$ cat config.mk
export PLATFORM = sky130hd
export DESIGN_NAME = mod_exp_ctrl
export DESIGN_NICKNAME = d
export VERILOG_FILES = /design/src/rtl/mod_exp_ctrl.sv
export SDC_FILE = /design/constraint.sdc
export NUM_CORES = 2
export LEC_CHECK = 0
export CAP_MARGIN = 20
export CELL_PAD_IN_SITES_DETAIL_PLACEMENT = 1
export CELL_PAD_IN_SITES_GLOBAL_PLACEMENT = 2
export CORE_AREA = 2 2 408 410
export CTS_BUF_LIST = sky130_fd_sc_hd__clkbuf_8
export CTS_CLUSTER_SIZE = 24
export DETAILED_ROUTE_END_ITERATION = 10
export DIE_AREA = 0 0 410 412
export GPL_TIMING_DRIVEN = 0
export PLACE_DENSITY_LB_ADDON = 0.1
export SETUP_SLACK_MARGIN = 0.4
export SYNTH_ARGS = -nofsm -noshare
export SYNTH_HDL_FRONTEND = slang
export SYNTH_SLANG_ARGS = --single-unit
$ cat constraint.sdc
create_clock -name clk -period 71.3 [get_ports clk]
set_clock_uncertainty 0.1 [all_clocks]
set_input_delay 10.695 -clock clk [delete_from_list [all_inputs] [get_ports clk]]
set_output_delay 10.695 -clock clk [all_outputs]
set_load 0.02 [all_outputs]
$ cat src/rtl/mod_exp_ctrl.sv
// Square-and-multiply sequencer for a Montgomery product engine: skips leading zeros of the
// exponent, then issues x*x / x*M per remaining bit and a closing x*1, one op at a time.
module mod_exp_ctrl #(
    parameter int unsigned EBITS    = 1024,
    parameter int unsigned MP_COUNT = 1024
) (
    input  logic             clk,
    input  logic             rst,
    input  logic             go,
    input  logic [EBITS-1:0] exp,
    input  logic             abort,
    output logic             mp_start,
    output logic [1:0]       mp_op,
    output logic [9:0]       mp_count,
    input  logic             mp_stop,
    output logic             busy,
    output logic             done,
    output logic             zero_exp,
    output logic [11:0]      op_total
);

    localparam int unsigned     IW      = $clog2(EBITS);
    localparam logic [IW-1:0]   IDX_TOP = IW'(EBITS - 1);
    localparam logic [9:0]      MPC10   = 10'(MP_COUNT);

    typedef enum logic [2:0] {
        S_IDLE, S_SCAN, S_ISSUE, S_WAIT, S_FINAL, S_FWAIT, S_DONE
    } state_t;

    typedef enum logic [1:0] {
        OPXX = 2'd0,
        OPXM = 2'd1,
        OPX1 = 2'd2
    } op_t;

    state_t           state_q, state_d;
    logic [EBITS-1:0] e_q, e_d;
    logic [IW-1:0]    idx_q, idx_d;
    logic             xm_q, xm_d;
    op_t              op_q, op_d;
    logic [11:0]      total_q, total_d;
    logic             zero_q, zero_d;

    logic [IW-1:0]    idx_m1;
    logic [11:0]      total_inc;

    assign idx_m1    = idx_q - 1'b1;
    assign total_inc = (total_q == 12'hFFF) ? total_q : total_q + 12'd1;

    always_ff @(posedge clk or posedge rst) begin
        if (rst) begin
            state_q <= S_IDLE;
            e_q     <= '0;
            idx_q   <= IDX_TOP;
            xm_q    <= 1'b0;
            op_q    <= OPXX;
            total_q <= '0;
            zero_q  <= 1'b0;
        end else begin
            state_q <= state_d;
            e_q     <= e_d;
            idx_q   <= idx_d;
            xm_q    <= xm_d;
            op_q    <= op_d;
            total_q <= total_d;
            zero_q  <= zero_d;
        end
    end

    always_comb begin
        state_d = state_q;
        e_d     = e_q;
        idx_d   = idx_q;
        xm_d    = xm_q;
        op_d    = op_q;
        total_d = total_q;
        zero_d  = zero_q;

        if (abort && state_q != S_IDLE) begin
            state_d = S_IDLE;
        end else begin
            case (state_q)
                S_IDLE: begin
                    if (go) begin
                        e_d     = exp;
                        idx_d   = IDX_TOP;
                        total_d = '0;
                        zero_d  = 1'b0;
                        state_d = S_SCAN;
                    end
                end
                S_SCAN: begin
                    // The leading one itself needs no op: the accumulator already holds M_bar.
                    if (!e_q[idx_q]) begin
                        if (idx_q != '0) begin
                            idx_d = idx_m1;
                        end else begin
                            zero_d  = 1'b1;
                            state_d = S_DONE;
                        end
                    end else if (idx_q == '0) begin
                        op_d    = OPX1;
                        state_d = S_FINAL;
                    end else begin
                        idx_d   = idx_m1;
                        op_d    = OPXX;
                        xm_d    = e_q[idx_m1];
                        state_d = S_ISSUE;
                    end
                end
                S_ISSUE: begin
                    total_d = total_inc;
                    state_d = S_WAIT;
                end
                S_WAIT: begin
                    if (mp_stop) begin
                        if (xm_q) begin
                            op_d    = OPXM;
                            xm_d    = 1'b0;
                            state_d = S_ISSUE;
                        end else if (idx_q != '0) begin
                            idx_d   = idx_m1;
                            op_d    = OPXX;
                            xm_d    = e_q[idx_m1];
                            state_d = S_ISSUE;
                        end else begin
                            op_d    = OPX1;
                            state_d = S_FINAL;
                        end
                    end
                end
                S_FINAL: begin
                    total_d = total_inc;
                    state_d = S_FWAIT;
                end
                S_FWAIT: begin
                    if (mp_stop) begin
                        state_d = S_DONE;
                    end
                end
                S_DONE: begin
                    state_d = S_IDLE;
                end
                default: begin
                    state_d = S_IDLE;
                end
            endcase
        end
    end

    assign mp_start = (state_q == S_ISSUE) || (state_q == S_FINAL);
    assign mp_op    = op_q;
    assign mp_count = MPC10;
    assign busy     = (state_q != S_IDLE);
    assign done     = (state_q == S_DONE);
    assign zero_exp = zero_q;
    assign op_total = total_q;

endmodule

==> impl_metrics.json <==
{
  "p_sw_frac": 0.454,
  "hold_viol_final": 0,
  "rows": 149,
  "htree_levels": 4,
  "post-dp-hpwl_um": 258000,
  "grt_usage": 0.391,
  "die_area_mm2": 0.169,
  "areaGrowthSynthToFinish_pct": 32.2,
  "fin_crit_sh": 0.198,
  "ant_nets": 0,
  "min_period_ns": 14.15,
  "drv_cap": 0,
  "p_per_area_mw_per_mm2": 48.5,
  "cp-start-kind": "flop",
  "crit_chain": "clkbuf_1 > xor2_1 > nor2b_1 > clkdlybuf4s50_1",
  "cts_tree": "built",
  "first_global_vias": 56600,
  "die_h_um": 412,
  "post_cts_resized": 0,
  "synth_seq_cells": 1053,
  "p_leak_nw": 35.7,
  "synth_top_flop_cell": "dfrtp_1",
  "fin_util": 0.460,
  "gp_congestion": 0.943,
  "reg2reg_to": "xm_q$_DFFE_PP0P_",
  "cts_setup_buffers": 0,
  "combPwrFrac": 0.524,
  "power_mw": 3.67,
  "rsz0062_at_grt": "no",
  "peakVddDrop_mv": 0.0221,
  "die_w_um": 410,
  "viasPerCell": 5.79,
  "status": "finished, final reports clean",
  "timing.critical_path.buf_inv": 2,
  "drc": 0,
  "routed_wl_um": 335000,
  "grt_pass1_wl_um": 454000,
  "syn_area_mm2": 0.0571,
  "yosysWarnings": 0,
  "place_inst": 9155,
  "postCtsHoldBufs": 0,
  "path_class": "reg2out",
  "start_util": 0.348,
  "coreArea_mm2": 0.164,
  "power_frac_seq": 0.309,
  "r2r_slack_ns": 62.00,
  "p_int_mw": 2.00,
  "hold-path-cell-count": 1,
  "max_freq_mhz": 70.7,
  "drive_gt1_frac": 0.145,
  "critPathMaxStageDelay_ns": 0.75,
  "grt.overflow.total": 0,
  "min_path_type": "reg2reg",
  "vias": 55100,
  "drv_slew": 0,
  "rr_worst_depth": 24,
  "cts_inserted_buffers": 196,
  "antenna_found_initial": 27,
  "cts_root_buf": "clkbuf_8",
  "switchingPower_mw": 1.66,
  "setup_viol": 0,
  "synth_edf_count": 0,
  "syn_inst": 5853,
  "clock_path_buffers": 3,
  "cp_slowest_cell": "nor2b_1",
  "r2r_start": "idx_q[0]$_DFFE_PP1P_",
  "tightest_slew_ns": 1.27,
  "crit_family": "buffers and inverters",
  "yosysSeqAreaShare": 0.462,
  "wl_per_cell_um": 35.2,
  "yosysUniqueCellTypes": 85,
  "clk_latency_ns": 0.97,
  "fin_setup_tns_ns": 0,
  "syn_avg_cell_area_um2": 9.76,
  "min_to": "mp_op[0]$_DFFE_PP0P_",
  "arrival_ns": 3.35,
  "min-delay-start": "mp_op[0]$_DFFE_PP0P_",
  "slew_headroom": 0.152,
  "cts_sinks": 1053,
  "pin_count": 1057,
  "grt_max_degree": 126,
  "end_kind": "output pin",
  "final_cells": 9515,
  "critPathMaxFanout": 9,
  "drt_iter0_drc": 6304,
  "io_buffers": 1046,
  "crit_required_ns": 60.51,
  "async_flop_share": 1.00,
  "first_pass_iters": 5,
  "clk_pin_slew_ns": 0.06,
  "nNetsFinal": 8196,
  "clkPwrFrac": 0.167
}
worst max-delay path by stage:
stage / from / end / slack (ns) / depth (start not counted)
6_report: state_q[2]$_DFFE_PP0P_ / mp_start / 57.15 / 4
5_1_grt: state_q[1]$_DFFE_PP0P_ / done / 57.11 / 4
4_1_cts: state_q[2]$_DFFE_PP0P_ / mp_start / 57.17 / 4
3_5_place_dp: go / e_q[528]$_DFFE_PP0P_ / 56.65 / 9
3_3_place_gp: rst / e_q[753]$_DFFE_PP0P_ / 16.33 / 2
2_1_floorplan: rst / e_q[0]$_DFFE_PP0P_ / 30.88 / 1
registers in the layout (all words and copies together), names as in the netlist:
register  cells
e_q        1024
idx_q        10
mp_op         2
op_total     12
state_q       3
xm_q          1
zero_exp      1
power by group through the flow:
stage	clock, mW	sequential (mW)	combinational, mW
after floorplan	0	1.03	1.16
after global placement	0	1.11	1.83
after detailed placement	0	1.13	1.88
after CTS	0.615	1.12	1.89
after global routing	0.642	1.16	2.01
final	0.613	1.13	1.92
cell type report:
cell class | count | area (µm²)
fill | 18600 | 88700
clock inverter | 101 | 577
antenna | 12 | 30.0
multi-input combinational | 4358 | 28600
clock buffer | 246 | 3390
buffer | 433 | 2200
sequential | 1053 | 26400
tap | 2189 | 2740
timing repair buffer | 1105 | 11500
inverter | 18 | 75.1
layout by cell type (no fill, tap or decap), types with 9 or more instances in the layout:
cell	Yosys	layout
buf_6	28	38
clkbuf_1	297	279
nor3_1	16	15
clkinv_2	0	22
diode_2	0	12
a31oi_1	15	15
mux2_2	34	34
conb_1	1	10
clkbuf_8	0	246
buf_8	1	32
and3_1	13	13
xor2_1	9	9
a21oi_1	44	44
buf_16	0	17
a221oi_1	21	21
inv_1	13	74
nand2_1	3215	3215
nand3_1	43	43
mux2i_1	95	95
mux4_2	494	494
mux4_1	30	30
nand4_1	19	19
buf_4	30	30
a311oi_1	10	10
buf_2	55	62
nor2b_1	13	12
dfrtp_1	1043	1043
and2_1	12	12
dfstp_2	10	10
clkbuf_2	0	18
clkdlybuf4s50_1	0	1046
buf_12	9	9
nor2_1	44	41
o21ai_0	22	22
a22oi_1	66	66
cell families after synthesis:
logic type                 after synthesis  share of synthesized area
other                                    1                  0.0000657
AOI/OAI and AO/OA                      254                     0.0324
buffers and inverters                  451                     0.0393
DFF                                   1053                      0.462
and+or+nand+nor                       3420                      0.231
adders and majority gates                2                   0.000438
muxes                                  653                      0.232
xor gates and xnor gates                19                    0.00291
Yosys cell counts, types with 12 or more instances:
| master | n | area share |
|---|---|---|
| buf_6 | 28 | 0.0055 |
| mux4_2 | 494 | 0.19 |
| buf_2 | 55 | 0.0048 |
| nor3_1 | 16 | 0.0014 |
| nor2_1 | 44 | 0.0029 |
| a31oi_1 | 15 | 0.0016 |
| a221oi_1 | 21 | 0.0032 |
| mux2_2 | 34 | 0.0067 |
| nand3_1 | 43 | 0.0038 |
| nor2b_1 | 13 | 0.0014 |
| dfrtp_1 | 1043 | 0.46 |
| buf_4 | 30 | 0.0039 |
| and2_1 | 12 | 0.0013 |
| clkbuf_1 | 297 | 0.020 |
| mux2i_1 | 95 | 0.017 |
| nand2_1 | 3215 | 0.21 |
| nand4_1 | 19 | 0.0021 |
| inv_1 | 13 | 0.00085 |
| mux4_1 | 30 | 0.014 |
| a21oi_1 | 44 | 0.0039 |
| and3_1 | 13 | 0.0014 |
| o21ai_0 | 22 | 0.0019 |
| a22oi_1 | 66 | 0.0087 |
| buf_1 | 13 | 0.00085 |
routing by layer:
layer	routed length, µm	track usage
met1	131000	0.503
met4	21100	0.215
met2	149000	0.595
met5	99	0
met3	33400	0.112
metrics by stage:
step | setup slack, ns | cell area (µm²) | hold WS, ns
2_1_floorplan | 30.88 | 57100 | 0.354
3_3_place_gp | 16.33 | 70400 | 0.368
3_5_place_dp | 56.65 | 71500 | 0.379
4_1_cts | 57.17 | 75500 | 0.393
5_1_grt | 57.11 | 75500 | 0.409
6_report | 57.15 | 75500 | 0.394
No activity file was read; power rests on OpenSTA's default activity.
